<file path="src/rtl/pipe_hazard_ctrl_pkg.sv">
// Shared types for the rv32i pipeline hazard/control unit.
//   fwd_sel_t    : forwarding mux select per source operand
//   ctrl_state_t : RUN/DRAIN/HALT control state
package pipe_hazard_ctrl_pkg;

    localparam int unsigned REG_AW = 5;

    typedef enum logic [1:0] {
        FWD_RF = 2'd0,
        FWD_E  = 2'd1,
        FWD_M  = 2'd2,
        FWD_W  = 2'd3
    } fwd_sel_t;

    typedef enum logic [1:0] {
        ST_RUN   = 2'd0,
        ST_DRAIN = 2'd1,
        ST_HALT  = 2'd2
    } ctrl_state_t;

endpackage

</file>
<file path="src/rtl/pipe_hazard_ctrl_fwd_select.sv">
// Forwarding select for one source operand (purely combinational).
//   rs_i/use_i           : source register and whether it is read
//   e/m/w_rd_i, _wb_i    : downstream destination regs and write enables
//   sel_o                : first matching stage E>M>W, else register file
module pipe_hazard_ctrl_fwd_select
    import pipe_hazard_ctrl_pkg::*;
#(
    parameter int unsigned FWD_DEPTH = 3
) (
    input  logic [REG_AW-1:0] rs_i,
    input  logic              use_i,
    input  logic [REG_AW-1:0] e_rd_i,
    input  logic [REG_AW-1:0] m_rd_i,
    input  logic [REG_AW-1:0] w_rd_i,
    input  logic              e_wb_i,
    input  logic              m_wb_i,
    input  logic              w_wb_i,
    output fwd_sel_t          sel_o
);

    // x0 is hardwired zero, so it never forwards; stages beyond FWD_DEPTH are ignored.
    always_comb begin
        sel_o = FWD_RF;
        if (use_i && (rs_i != '0)) begin
            if ((FWD_DEPTH >= 1) && e_wb_i && (rs_i == e_rd_i)) begin
                sel_o = FWD_E;
            end else if ((FWD_DEPTH >= 2) && m_wb_i && (rs_i == m_rd_i)) begin
                sel_o = FWD_M;
            end else if ((FWD_DEPTH >= 3) && w_wb_i && (rs_i == w_rd_i)) begin
                sel_o = FWD_W;
            end
        end
    end

endmodule

</file>
<file path="src/rtl/pipe_hazard_ctrl.sv">
// Central hazard/control unit for the 5-stage rv32i pipeline.
//   Inputs : D sources, E/M/W destinations, load/redirect/memory handshake,
//            W fault + PC, debug halt/resume.
//   Outputs: fwd_a/fwd_b selects, stall_f/d/e/m, bubble_d/e/w,
//            halted, fault_pc, fault_valid.
// Optional: define PIPE_PERF_CNT_EN to add 64-bit cyc_cnt/stall_cnt/flush_cnt.
module pipe_hazard_ctrl
    import pipe_hazard_ctrl_pkg::*;
#(
    parameter int unsigned XLEN      = 32,
    parameter int unsigned FWD_DEPTH = 3,
    parameter int unsigned DRAIN_CYC = 4
) (
    input  logic              clock,
    input  logic              reset_n,
    input  logic [REG_AW-1:0] d_rs1,
    input  logic [REG_AW-1:0] d_rs2,
    input  logic              d_use1,
    input  logic              d_use2,
    input  logic [REG_AW-1:0] e_rd,
    input  logic [REG_AW-1:0] m_rd,
    input  logic [REG_AW-1:0] w_rd,
    input  logic              e_wb,
    input  logic              m_wb,
    input  logic              w_wb,
    input  logic              e_load,
    input  logic              e_redirect,
    input  logic              mem_req,
    input  logic              mem_ready,
    input  logic              w_fault,
    input  logic [XLEN-1:0]   w_pc,
    input  logic              halt_req,
    input  logic              resume_req,
    output fwd_sel_t          fwd_a,
    output fwd_sel_t          fwd_b,
    output logic              stall_f,
    output logic              stall_d,
    output logic              stall_e,
    output logic              stall_m,
    output logic              bubble_d,
    output logic              bubble_e,
    output logic              bubble_w,
    output logic              halted,
    output logic [XLEN-1:0]   fault_pc,
`ifdef PIPE_PERF_CNT_EN
    output logic [63:0]       cyc_cnt,
    output logic [63:0]       stall_cnt,
    output logic [63:0]       flush_cnt,
`endif
    output logic              fault_valid
);

    localparam int unsigned CNT_W = (DRAIN_CYC > 1) ? $clog2(DRAIN_CYC) : 1;

    ctrl_state_t       state_q;
    logic [CNT_W-1:0]  drain_cnt_q;
    logic [XLEN-1:0]   fault_pc_q;
    logic              fault_valid_q;

    fwd_sel_t          sel_a;
    fwd_sel_t          sel_b;
    logic              mem_wait;
    logic              load_use;

    pipe_hazard_ctrl_fwd_select #(.FWD_DEPTH(FWD_DEPTH)) u_fwd_a (
        .rs_i(d_rs1), .use_i(d_use1),
        .e_rd_i(e_rd), .m_rd_i(m_rd), .w_rd_i(w_rd),
        .e_wb_i(e_wb), .m_wb_i(m_wb), .w_wb_i(w_wb),
        .sel_o(sel_a)
    );

    pipe_hazard_ctrl_fwd_select #(.FWD_DEPTH(FWD_DEPTH)) u_fwd_b (
        .rs_i(d_rs2), .use_i(d_use2),
        .e_rd_i(e_rd), .m_rd_i(m_rd), .w_rd_i(w_rd),
        .e_wb_i(e_wb), .m_wb_i(m_wb), .w_wb_i(w_wb),
        .sel_o(sel_b)
    );

    assign mem_wait = mem_req && !mem_ready;
    // An E-stage match always wins the search, so an E select means the load result is needed now.
    assign load_use = e_load && ((sel_a == FWD_E) || (sel_b == FWD_E));

    // Outputs held at zero while reset is asserted.
    assign fwd_a = reset_n ? sel_a : FWD_RF;
    assign fwd_b = reset_n ? sel_b : FWD_RF;

    // Stall/bubble resolution: HALT > mem wait > redirect > load-use > drain fetch gating.
    always_comb begin
        stall_f  = 1'b0;
        stall_d  = 1'b0;
        stall_e  = 1'b0;
        stall_m  = 1'b0;
        bubble_d = 1'b0;
        bubble_e = 1'b0;
        bubble_w = 1'b0;
        if (reset_n) begin
            if (state_q == ST_HALT) begin
                stall_f  = 1'b1;
                stall_d  = 1'b1;
                stall_e  = 1'b1;
                stall_m  = 1'b1;
                bubble_w = 1'b1;
            end else begin
                if (state_q == ST_DRAIN) begin
                    stall_f  = 1'b1;
                    bubble_d = 1'b1;
                end
                if (mem_wait) begin
                    // Everything up to M holds; a held redirect is applied once ready rises.
                    stall_f  = 1'b1;
                    stall_d  = 1'b1;
                    stall_e  = 1'b1;
                    stall_m  = 1'b1;
                    bubble_d = 1'b0;
                    bubble_w = 1'b1;
                end else if (e_redirect) begin
                    bubble_d = 1'b1;
                    bubble_e = 1'b1;
                end else if (load_use && (state_q == ST_RUN)) begin
                    stall_f  = 1'b1;
                    stall_d  = 1'b1;
                    bubble_e = 1'b1;
                end
            end
        end
    end

    // RUN/DRAIN/HALT control with first-fault capture.
    always_ff @(posedge clock or negedge reset_n) begin
        if (!reset_n) begin
            state_q       <= ST_RUN;
            drain_cnt_q   <= '0;
            fault_pc_q    <= '0;
            fault_valid_q <= 1'b0;
        end else begin
            case (state_q)
                ST_RUN: begin
                    if (w_fault) begin
                        state_q <= ST_HALT;
                        if (!fault_valid_q) begin
                            fault_pc_q    <= w_pc;
                            fault_valid_q <= 1'b1;
                        end
                    end else if (halt_req) begin
                        state_q     <= ST_DRAIN;
                        drain_cnt_q <= '0;
                    end
                end
                ST_DRAIN: begin
                    if (w_fault) begin
                        state_q <= ST_HALT;
                        if (!fault_valid_q) begin
                            fault_pc_q    <= w_pc;
                            fault_valid_q <= 1'b1;
                        end
                    end else if (!mem_wait) begin
                        if (drain_cnt_q == CNT_W'(DRAIN_CYC - 1)) begin
                            state_q <= ST_HALT;
                        end else begin
                            drain_cnt_q <= drain_cnt_q + CNT_W'(1);
                        end
                    end
                end
                ST_HALT: begin
                    // A captured fault can only be cleared by reset.
                    if (resume_req && !fault_valid_q) begin
                        state_q <= ST_RUN;
                    end
                end
                default: state_q <= ST_RUN;
            endcase
        end
    end

    assign halted      = (state_q == ST_HALT);
    assign fault_pc    = fault_pc_q;
    assign fault_valid = fault_valid_q;

`ifdef PIPE_PERF_CNT_EN
    logic [63:0] cyc_cnt_q;
    logic [63:0] stall_cnt_q;
    logic [63:0] flush_cnt_q;
    logic        flush_hit;

    assign flush_hit = (state_q != ST_HALT) && !mem_wait && e_redirect;

    // Free-running wrap-around performance counters.
    always_ff @(posedge clock or negedge reset_n) begin
        if (!reset_n) begin
            cyc_cnt_q   <= '0;
            stall_cnt_q <= '0;
            flush_cnt_q <= '0;
        end else begin
            if (state_q != ST_HALT)               cyc_cnt_q   <= cyc_cnt_q + 64'd1;
            if (stall_d && (state_q == ST_RUN))   stall_cnt_q <= stall_cnt_q + 64'd1;
            if (flush_hit)                        flush_cnt_q <= flush_cnt_q + 64'd1;
        end
    end

    assign cyc_cnt   = cyc_cnt_q;
    assign stall_cnt = stall_cnt_q;
    assign flush_cnt = flush_cnt_q;
`endif

endmodule

</file>
<file path="config.mk">
export PLATFORM = sky130hd
export DESIGN_NAME = pipe_hazard_ctrl
export DESIGN_NICKNAME = d
export VERILOG_FILES = /design/src/rtl/pipe_hazard_ctrl_pkg.sv /design/src/rtl/pipe_hazard_ctrl_fwd_select.sv /design/src/rtl/pipe_hazard_ctrl.sv
export SDC_FILE = /design/constraint.sdc
export NUM_CORES = 1
export LEC_CHECK = 0
export CAP_MARGIN = 25
export CORE_ASPECT_RATIO = 2
export CORE_UTILIZATION = 34
export CTS_CLUSTER_SIZE = 25
export DETAILED_ROUTE_END_ITERATION = 16
export PLACE_DENSITY = 0.78
export SLEW_MARGIN = 30
export SYNTH_ARGS = -nofsm -noshare
export SYNTH_HDL_FRONTEND = slang
export SYNTH_SLANG_ARGS = --single-unit
export TNS_END_PERCENT = 20
</file>
<file path="constraint.sdc">
create_clock -name clock -period 1.74 [get_ports clock]
set_input_delay 0.348 -clock clock [delete_from_list [all_inputs] [get_ports clock]]
set_output_delay 0.348 -clock clock [all_outputs]
set_load 0.02 [all_outputs]
</file>
# Word-level counts from Yosys, hierarchy flattened
# Index checks and enable logic that the tools add are counted.
# totals
inputBits,71
register_bits,37
# op_classes
eq_ne,20
n_bitwise,1
n_mux,45
n_reduce_logical,24
n_addsub,1
# ops
op,count
2-bit 2-to-1 mux,21
5-bit equality test,6
1-bit 2-to-1 mux,22
1-bit logical AND,12
2-bit != test (second input constant),5
5-bit nonzero test,2
2-bit by 1-bit equality test with 1-bit output (second input constant),3
3-bit != test (second input constant),2
2-bit case mux with 3 select lines,1
6-bit AND reduction,1
2-bit equality test (second input constant),2
2-bit case mux with 2 select lines,1
4-bit AND reduction,1
3-bit by 2-bit != test with 1-bit output (second input constant),1
3-bit AND reduction,1
2-bit by 1-bit adder with 2-bit output (second input constant),1
1-bit zero test,2
2-bit zero test,1
2-bit by 1-bit != test with 1-bit output (second input constant),1
2-bit AND reduction,1
2-bit nonzero test,1
2-bit OR reduction,1
1-bit logical OR,1
1-bit inverter,1

# Depth between registers and ports, before layout
# Gate-level depths: netlist of run 1.
# logic_depth
ltp_word,15
depth_mapped,6
depth_no_buf,5

# Cells and area by module
# Synthesis of run 1 repeated with hierarchy kept, for this count alone.
# hier_totals
cells_unflattened,173
area_unflattened_um2,2188.3
# by_module_without_submodules
mod,instances,area_per_inst_um2,cells_each
pipe_hazard_ctrl,1,1765.4,119
pipe_hazard_ctrl_fwd_select,2,211.5,27

# Worst setup path after synthesis of run 1
# No wires, ideal clock.
# synth_path
kind,register to output
startpoint,reg state_q[1]
endpoint,out stall_f
path_slack_ps,-247
path_stages_with_launch,6
arrival_ps,1639
n_path_buf,0
cell_sequence,dfrtp_1 > inv_1 > nor2_1 > o21a_1 > a31oi_1 > o21ai_0
# synth_via
word_cells_on_any_way,10
cone_classes,2 x eq/ne; 6 x mux; 2 x reduce/logical
# synth_rtl
element,line_no,rtl
start: declaration,pipe_hazard_ctrl.sv:55,ctrl_state_t state_q;
start signal: assignment,pipe_hazard_ctrl.sv:131,state_q <= ST_RUN;
start signal: assignment,pipe_hazard_ctrl.sv:139,state_q <= ST_HALT;
start signal: assignment,pipe_hazard_ctrl.sv:145,state_q <= ST_DRAIN;
2-bit equality test,--,
via halted,pipe_hazard_ctrl.sv:43,"output logic halted,"
1-bit 2-to-1 mux,pipe_hazard_ctrl.sv:97,if (state_q == ST_HALT) begin
1-bit 2-to-1 mux,pipe_hazard_ctrl.sv:96,if (reset_n) begin
end: declaration,pipe_hazard_ctrl.sv:36,"output logic stall_f,"
# The timed path passes the listed nets, and every way through them passes these cells.

# Final worst setup path of run 1
# layout_path
startpoint,in e_rd[2]
endpoint,out bubble_e
# layout_via
elab_chain_len,13
word_cells_on_any_way,18
cone_classes,4 x eq/ne; 9 x mux; 5 x reduce/logical
# layout_rtl
element,line_no,rtl
start: declaration,pipe_hazard_ctrl.sv:20,"input logic [REG_AW-1:0] e_rd,"
5-bit equality test,pipe_hazard_ctrl_fwd_select.sv:25,if ((FWD_DEPTH >= 1) && e_wb_i && (rs_i == e_rd_i)) begin
1-bit logical AND,pipe_hazard_ctrl_fwd_select.sv:25,
2-bit 2-to-1 mux,pipe_hazard_ctrl_fwd_select.sv:25,
2-bit 2-to-1 mux,pipe_hazard_ctrl_fwd_select.sv:24,if (use_i && (rs_i != '0)) begin
2-bit by 1-bit equality test with 1-bit output,pipe_hazard_ctrl.sv:81,assign load_use = e_load && ((sel_a == FWD_E) || (sel_b == FWD_E));
1-bit logical OR (*),pipe_hazard_ctrl.sv:81,
1-bit logical AND (*),pipe_hazard_ctrl.sv:81,
1-bit logical AND (*),pipe_hazard_ctrl.sv:119,end else if (load_use && (state_q == ST_RUN)) begin
1-bit 2-to-1 mux (*),pipe_hazard_ctrl.sv:119,
1-bit 2-to-1 mux (*),pipe_hazard_ctrl.sv:116,end else if (e_redirect) begin
1-bit 2-to-1 mux (*),pipe_hazard_ctrl.sv:108,if (mem_wait) begin
1-bit 2-to-1 mux (*),pipe_hazard_ctrl.sv:97,
1-bit 2-to-1 mux (*),pipe_hazard_ctrl.sv:96,
end: declaration,pipe_hazard_ctrl.sv:41,"output logic bubble_e,"
# Mark *: on every way between the ends. The rest lies on a longest branch, timed or not.

==> results by stage, run 1 <==
Timing:
- The peak clock frequency supported by timing is 486 MHz.
- The smallest clock period supported by the final layout is computed as around 2 ns.
- For the final database, setup skew stands at 0.00207 ns.
- In the finished design, the share of the clock period the worst path needs comes to 118%.
- The max-slew violation count is 0.
- At the pin with the least slew margin, the transition time is about 0.42 ns.
- The worst slew slack as a fraction of its limit is 72.2%.
- Hold is met by between 0.02 and 0.025 ns.
- The final hold violation count came to 0.
- The total negative slack for setup checks is -1.82 ns.
- Setup repair after global routing could not meet its margin everywhere.
- Setup violations remaining at the end of the flow were counted as 7.
- Once routing completed, OpenROAD measured the worst setup slack at -0.316 ns.

Critical path:
- The worst setup path is launched from a primary input.
- At the worst endpoint, the arrival time is 1.71 ns.
- Traced cell by cell, the critical path runs through buf_6 -> xor2_1 -> nor4_1 -> and3_2 -> a22oi_4 -> a2111oi_4 -> buf_4.
- The critical setup path kind is primary input to output pin.
- The largest single stage delay on the critical path is 0.28 ns.
- Grouping stages by cell kind, the critical path spends the most delay in simple AND/OR/NAND/NOR gates.
- The highest fanout seen on the critical path is 3.
- Among all stages on the critical path, the largest delay is contributed by sky130_fd_sc_hd__nor4_1.
- The number of buffer and inverter stages on the critical path is 2.
- The required arrival time at the worst endpoint is 1.39 ns.
- STA classifies the critical path endpoint as an output pin.
- The setup check on the worst reg-to-reg path leaves a slack of 0.13 ns.

Finish:
- Fill cells in the final layout number slightly below 500.
- The area growth from synthesis to layout is 79.3%.
- The post-route netlist has 37.6% of its cells at a drive strength greater than 1.
- The final net count is just under 400.
- Cells fill 63.3% of the core in the end.
- 0 antenna diodes ended up in the layout.
- The most common cell after layout, fill and taps aside is sky130_fd_sc_hd__clkdlybuf4s50_1.
- In the layout the commonest cells are sky130_fd_sc_hd__clkdlybuf4s50_1, sky130_fd_sc_hd__buf_4, sky130_fd_sc_hd__dfrtp_1.

Floorplan:
- The die width is 56.2 um.
- The number of top-level design ports is 116.
- The initialized floorplan defines 39 standard-cell rows.
- The die span in y is 110 um.
- The initial utilization of the core area, before any placement, comes to a little over a third.
- The floorplan die area is just over 6000 um2.
- The core region is 5660 um2.

Route:
- The routed design has 6100 um of wire.
- In this run the remaining antenna-violating nets after routing total 0.
- The first detailed-routing pass took 4 iterations.
- The overall via count from detail_route is approximately 1900.
- After detailed routing, the average wire length per cell comes to 15.9 um.
- For this block, the initial DRC count from the detailed router was 58.
- The via density per instance is around 5.
- For this run, design rule violations remaining after detail routing come to 0.

Power and ir drop:
- The portion of total power attributed to combinational logic is 22.2%.
- Of the total power, the share spent switching nets is 23.5%.
- The standby leakage power is around 1.7 nW.
- The clock network accounts for about two fifths of the total power.
- The power density over the cells is 668 nW/um2.
- The sequential power share is 36.6%.
- The net switching power figure is 0.562 mW.
- IR analysis of the VDD net gives a maximum drop of between 0.9 and 1 mV.
- The total internal power is approximately 1.8 mW.

Yosys:
- The synthesized net count is 242.
- After synthesis, the largest area contributor takes up 46.4% of total cell area.
- The distinct cell type count after synthesis is 33.
- The post-synthesis instance total is 170.
- Sequential elements use 46.4% of the synthesized area.
- The post-synthesis cell area is 2000 um2.
- During synthesis, Yosys emitted a total of 0 warnings.
- The proportion of synthesized flip-flops having asynchronous set or reset is 100%.
- For this run, the leading register cell type out of synthesis is sky130_fd_sc_hd__dfrtp_1.
- The post-synthesis register bit count is 37.
- Summed over all instances, the cell type with the most area after synthesis is sky130_fd_sc_hd__dfrtp_1.
- The number of flops mapped to enable cells by yosys is 0.
- The average cell area after synthesis is 11.7 um2.
- After synthesis, the cell types taking the most area are sky130_fd_sc_hd__dfrtp_1, sky130_fd_sc_hd__mux2_2, sky130_fd_sc_hd__xor2_1.

GRT:
- The total congestion overflow is 0.
- The initial antenna violation count is 0.
- Entering global routing, the biggest net connects 34 pins.
- The number of global-route vias before repair was 2097.
- In the global route stage, overall resource usage came out at around a fifth.
- The first global-routing pass estimated 9470 um of wire.

CTS:
- The maximum clock insertion buffer count is 2.
- The later-pin clock latency in the skew report is 0.28 ns.
- TritonCTS built the clock tree.
- CTS built an H-tree with a depth of 2.
- The post-cts hold buffer count is 0.
- Clock tree synthesis inserted a total of 5 buffers.
- The clock net in this run drives a total of 37 sinks.
- The root buffer selected by CTS is sky130_fd_sc_hd__clkbuf_16.
- The clock-pin slew on the worst setup and hold paths is 0.05 ns.

Placed design:
- The count of input and output buffers is roughly 120.
- The estimated wirelength of the detail-placed design is 4860 um.
- The congestion estimate from routability-driven global placement came to approximately 0.97.

Flow run:
- The number of maximum-capacitance constraint violations is 0.

Worst hold path:
- The tightest min-delay check is of the primary input to async pin type.

Run status:
- The checks that failed: setup timing.
- The run finished, with violations left.
[routing by layer]
metal	global-route usage, %	wire length, um	vias up
met2	41.4	3540	101
met4	9.23	147	0
met3	5.13	447	13
li1	-	-	902
met5	0	0	-
met1	18.0	1960	892
[final timing paths]
kind                                     start             end  cells after the start
max in group asynchronous              reset_n    fault_pc[15]                      2
worst max register to register  drain_cnt_q[0]  drain_cnt_q[1]                      4
worst min register to register     fault_pc[3]     fault_pc[3]                      1
min in group clock                 fault_pc[3]     fault_pc[3]                      1
worst max-delay path                   e_rd[2]        bubble_e                      7
worst min-delay path                   reset_n  drain_cnt_q[1]                      2
[power groups by stage]
| stage | sequential (mW) | clock [mW] | combinational, mW |
|---|---|---|---|
| after floorplan | 0.891 | 0 | 0.185 |
| after global placement | 0.890 | 0 | 0.547 |
| after detailed placement | 0.890 | 0 | 0.552 |
| after CTS | 0.875 | 1.02 | 0.530 |
| after global routing | 0.876 | 1.04 | 0.575 |
| final | 0.876 | 0.985 | 0.532 |
[what timing repair did]
| action | 4_1_cts | 5_1_grt |
|---|---|---|
| setup endpoints to repair | 14 | 8 |
| pin swaps | 20 | 10 |
| buffers inserted | 1 | 1 |
| gates cloned | 0 | 0 |
| gates resized for setup | 138 | 9 |
[sequential cells by signal (all words and copies together), names as in the netlist]
signal       count
drain_cnt_q      2
fault_pc        32
fault_valid      1
state_q          2
[cell families (layout without fill, tap and decap cells)]
family	count (synthesis)	count (layout)	share of synthesized area, %
AO/OA/AOI/OAI	19	19	7.58
XOR/XNOR	30	30	13.2
adder cells (fa/ha/maj)	1	1	0.626
buffers and inverters	12	164	3.01
flip-flops	37	37	46.4
multiplexers	35	35	19.7
AND/OR/NAND/NOR	36	36	9.59
[stage by stage]
step           cells  total power, mW  setup slack (ns)  instance area (um2)
4_1_cts          382             2.42            -0.338                 3560
3_3_place_gp     374             1.44             -1.22                 3460
3_5_place_dp     374             1.44             -1.20                 3460
5_1_grt          383             2.49            -0.387                 3580
6_report         383             2.39            -0.316                 3580
2_1_floorplan    170             1.08           -0.0815                 2000
[synth_stat cells (2+ instances only)]
| cell type | count |
|---|---|
| sky130_fd_sc_hd__and3_2 | 2 |
| sky130_fd_sc_hd__or4_1 | 2 |
| sky130_fd_sc_hd__o21ai_0 | 2 |
| sky130_fd_sc_hd__a31oi_1 | 3 |
| sky130_fd_sc_hd__nand3_1 | 2 |
| sky130_fd_sc_hd__nor2_1 | 9 |
| sky130_fd_sc_hd__dfrtp_1 | 37 |
| sky130_fd_sc_hd__buf_4 | 3 |
| sky130_fd_sc_hd__nor4_1 | 6 |
| sky130_fd_sc_hd__nand2_1 | 5 |
| sky130_fd_sc_hd__nor3_1 | 3 |
| sky130_fd_sc_hd__inv_1 | 5 |
| sky130_fd_sc_hd__a21oi_1 | 6 |
| sky130_fd_sc_hd__xor2_1 | 24 |
| sky130_fd_sc_hd__buf_2 | 3 |
| sky130_fd_sc_hd__xnor2_1 | 6 |
| sky130_fd_sc_hd__mux2_2 | 34 |
| sky130_fd_sc_hd__and3_1 | 3 |
[cell type report]
type	count	area [um2]	area share (%)
inverter	6	22.5	0.629
clock inverter	2	35.0	0.978
multi-input combinational	121	1050	29.2
tap	61	76.3	2.13
timing repair buffer	151	1350	37.7
sequential	37	926	25.9
clock buffer	5	125	3.49
Power figures use the tool's default switching activity.
==> inputs of run 2 (changes only) <==
Settings changed: CORE_MARGIN set to 8.
==> run 2 against run 1 <==
  * The run still ends with setup timing left
  * Non-clock buffer count unchanged
  * Clock power up 1%
  * Sequential power hardly changed
  * Final area increased by 0.73%
  * Combinational power is 0.8% higher
  * Critical path depth is the same
  * Wire length increased by 12%
  * Fmax fell by 0.54%
  * Global-route usage shrank 4.6 points
  * Clock-buffer cell count is the same
  * Via count up 0.89%
  * Flip-flop and latch count unchanged
  * Critical path type unchanged
  * Largest power group unchanged
==> results by stage, run 2 (synthesized netlist as in run 1, its figures left out) <==
Placed design:
- The count of input and output buffers is 115 (unchanged).
- The final weighted congestion in routability-driven placement is 0.959 (-0.97%).
- The estimated wirelength of the detail-placed design is 5640 um (+16%).

GRT:
- The initial antenna violation count is 0 (unchanged).
- The maximum number of pins on one net before global-route repair is 33 (-2.9%).
- The global-route usage over all layers is 15.7% (-4.6 points).
- The total congestion overflow is 0 (unchanged).
- The wire length of the first global-routing pass is 10900 um (+16%).
- The number of global-route vias before repair is 2217 (+5.7%).

Floorplan:
- The number of top-level design ports is 116 (unchanged).
- The floorplan die area is 8730 um2 (+41%).
- The count of standard-cell rows is 39 (unchanged).
- The die width came to 70.2 um (+25%).
- The initial core utilization is 35.0% (-0.30 points).
- The die span in y is 124 um (+13%).
- The core box area is 5710 um2 (+0.86%).

Critical path:
- The delay of the slowest cell on the worst path is 0.29 ns (about the same).
- The startpoint identified for the worst register-to-register timing path is drain_cnt_q[0].
- The required arrival time at the worst endpoint is 1.39 ns (about the same).
- The highest-delay cell along the critical path is sky130_fd_sc_hd__nor4_1.
- The data arrival time of the critical path was 1.72 ns (about the same).
- The startpoint type of the worst setup path is a primary input.
- The type of element capturing the critical path is an output pin.
- The family with the most delay on the worst path is simple AND/OR/NAND/NOR gates.
- The highest fanout seen on the critical path came to 3 (unchanged).
- The number of buffer and inverter stages on the critical path is 2 (unchanged).
- The worst setup path is of the primary input to output pin kind.
- Traced cell by cell, the critical path runs through buf_6 -> xor2_1 -> nor4_1 -> and3_2 -> a22oi_4 -> a2111oi_4 -> buf_4.
- The most critical setup path has its startpoint at e_rd[2].

Timing:
- Setup repair after global routing could not meet its margin everywhere.
- The actual transition at the worst max-transition pin is 0.407 ns (-0.0103 ns).
- The share of the cycle needed by the critical path after routing is 119% (+0.64 points).
- The clock skew is 0.00633 ns (+0.00426 ns).
- The peak clock frequency supported by timing came to 484 MHz (-0.54%).
- The slack of the critical path is -0.327 ns (-0.0112 ns).
- The final hold violation count is 0 (unchanged).
- The final setup violation count is 10 (+3).
- The time the worst path needs with I/O delays and setup came to 2.07 ns (+0.0112 ns).
- The minimum hold slack is 0.0163 ns (-0.00633 ns).
- The max-slew violation count is 0 (unchanged).
- The total negative slack for setup checks is -1.86 ns (-0.0457 ns).
- The worst slew slack as a fraction of its limit is 72.9% (+0.69 points).

Route:
- The overall via count from detail_route came to 1925 (+0.89%).
- The number of nets with antenna violations after routing is 0 (unchanged).
- The detailed-router iteration count before antenna repair came to 4 (unchanged).
- The via density per instance was 5.03 (+0.89%).
- The total wire length after detailed routing came to 6820 um (+12%).
- The starting DRC count in detailed routing is 39 (-33%).
- The final routed wire length divided by cell count is 17.8 um (+12%).
- The DRC violations left was 0 (unchanged).

CTS:
- The number of buffers inserted during clock tree synthesis came to 5 (unchanged).
- The root buffer selected by CTS is sky130_fd_sc_hd__clkbuf_16.
- The later-pin clock latency in the skew report came to 0.28 ns (about the same).
- The clock-pin slew on the worst setup and hold paths is 0.05 ns (about the same).
- The maximum clock insertion buffer count is 2 (unchanged).
- The maximum level of the CTS H-tree came to 2 (unchanged).
- The clock tree from TritonCTS is yes.
- The clock sink total is 37 (unchanged).

Finish:
- The number of fill cells in the layout is 474 (-2.9%).
- The most common cell after layout, fill and taps aside is sky130_fd_sc_hd__clkdlybuf4s50_1.
- The fraction of layout cells with a size suffix above 1 is 38.5% (+0.93 points).
- The signed area change from the synthesized netlist to the final layout is 80.6%.
- In the layout the commonest cells are sky130_fd_sc_hd__clkdlybuf4s50_1, sky130_fd_sc_hd__dfrtp_1, sky130_fd_sc_hd__buf_4.
- The final core area utilization is 63.2% (-0.081 points).
- The final net count is 394 (unchanged).
- The flip-flop count of the largest register after layout is 32 (unchanged).
- The number of antenna cells inserted came to 0 (unchanged).

Run status:
- The flow ran to the end, but the final reports show violations.
- The checks that failed: setup timing.

Power and ir drop:
- The standby leakage power came to 1.71 nW (-0.27%).
- The power density over the cells is 668 nW/um2 (about the same).
- The highest ir drop seen on vdd was 0.736 mV (-20%).

Flow run:
- The number of maximum-capacitance constraint violations was 0 (unchanged).

Worst hold path:
- The class of the most critical hold timing path is primary input to async pin.
-- run 2: changes by cell type in the layout (fill, tap and decap cells not counted), sizes merged --
cell           previous run  this run
clkdlybuf4s50            76        78
clkbuf                    6         5
dlygate4sd2              11         4
clkdlybuf4s15             0         6
-- run 2: cell type report --
class / count / area [um2] / area share (%)
timing repair buffer: 151 / 1370 / 38.0
multi-input combinational: 121 / 1050 / 29.2
sequential: 37 / 926 / 25.7
clock buffer: 5 / 125 / 3.47
tap: 61 / 76.3 / 2.12
clock inverter: 2 / 35.0 / 0.971
inverter: 6 / 22.5 / 0.624
-- run 2: path summary, 6_finish.rpt --
check	end	slack [ns]	depth (start not counted)
worst max-delay path	bubble_e	-0.33	7
worst min-delay path	fault_pc[4]	0.02	2
worst max register to register	drain_cnt_q[0]	0.16	4
worst min register to register	fault_pc[14]	0.50	1
max in group asynchronous	fault_pc[19]	1.19	3
min in group clock	fault_pc[14]	0.50	1
-- run 2: repair_timing --
action                                  in CTS  in global routing
buffers inserted                             3                  0
endpoints found under the setup margin      14                 13
resized for setup                          146                 10
hold buffers                                 0                  0
pin swaps                                   25                 10
-- run 2: per-stage QoR --
stage	setup slack, ns	cell area, um2	power (mW)	instances
2_1_floorplan	-0.0815	2000	1.08	170
3_3_place_gp	-1.23	3450	1.44	373
3_5_place_dp	-1.21	3450	1.44	373
4_1_cts	-0.339	3580	2.44	383
5_1_grt	-0.405	3610	2.51	383
6_report	-0.327	3610	2.41	383
-- run 2: power breakdown --
group,switching [mW],internal (mW)
logic,0.237,0.299
registers,0.00717,0.869
clock network,0.333,0.664
total,0.577,1.83
-- run 2: per-layer routing --
layer | up-vias | global-route usage (%) | part of all wire [%]
li1 | 904 | - | -
met1 | 908 | 13.7 | 32
met2 | 94 | 28.2 | 54
met3 | 19 | 6.62 | 9.4
met4 | 0 | 9.52 | 4.3
met5 | - | 0 | 0
==> inputs of run 3 (changes only) <==
Settings changed: SLEW_MARGIN 30 to 20.
==> results of run 3 <==
No change in the layout: final DEF, timing and power equal those of run 2.
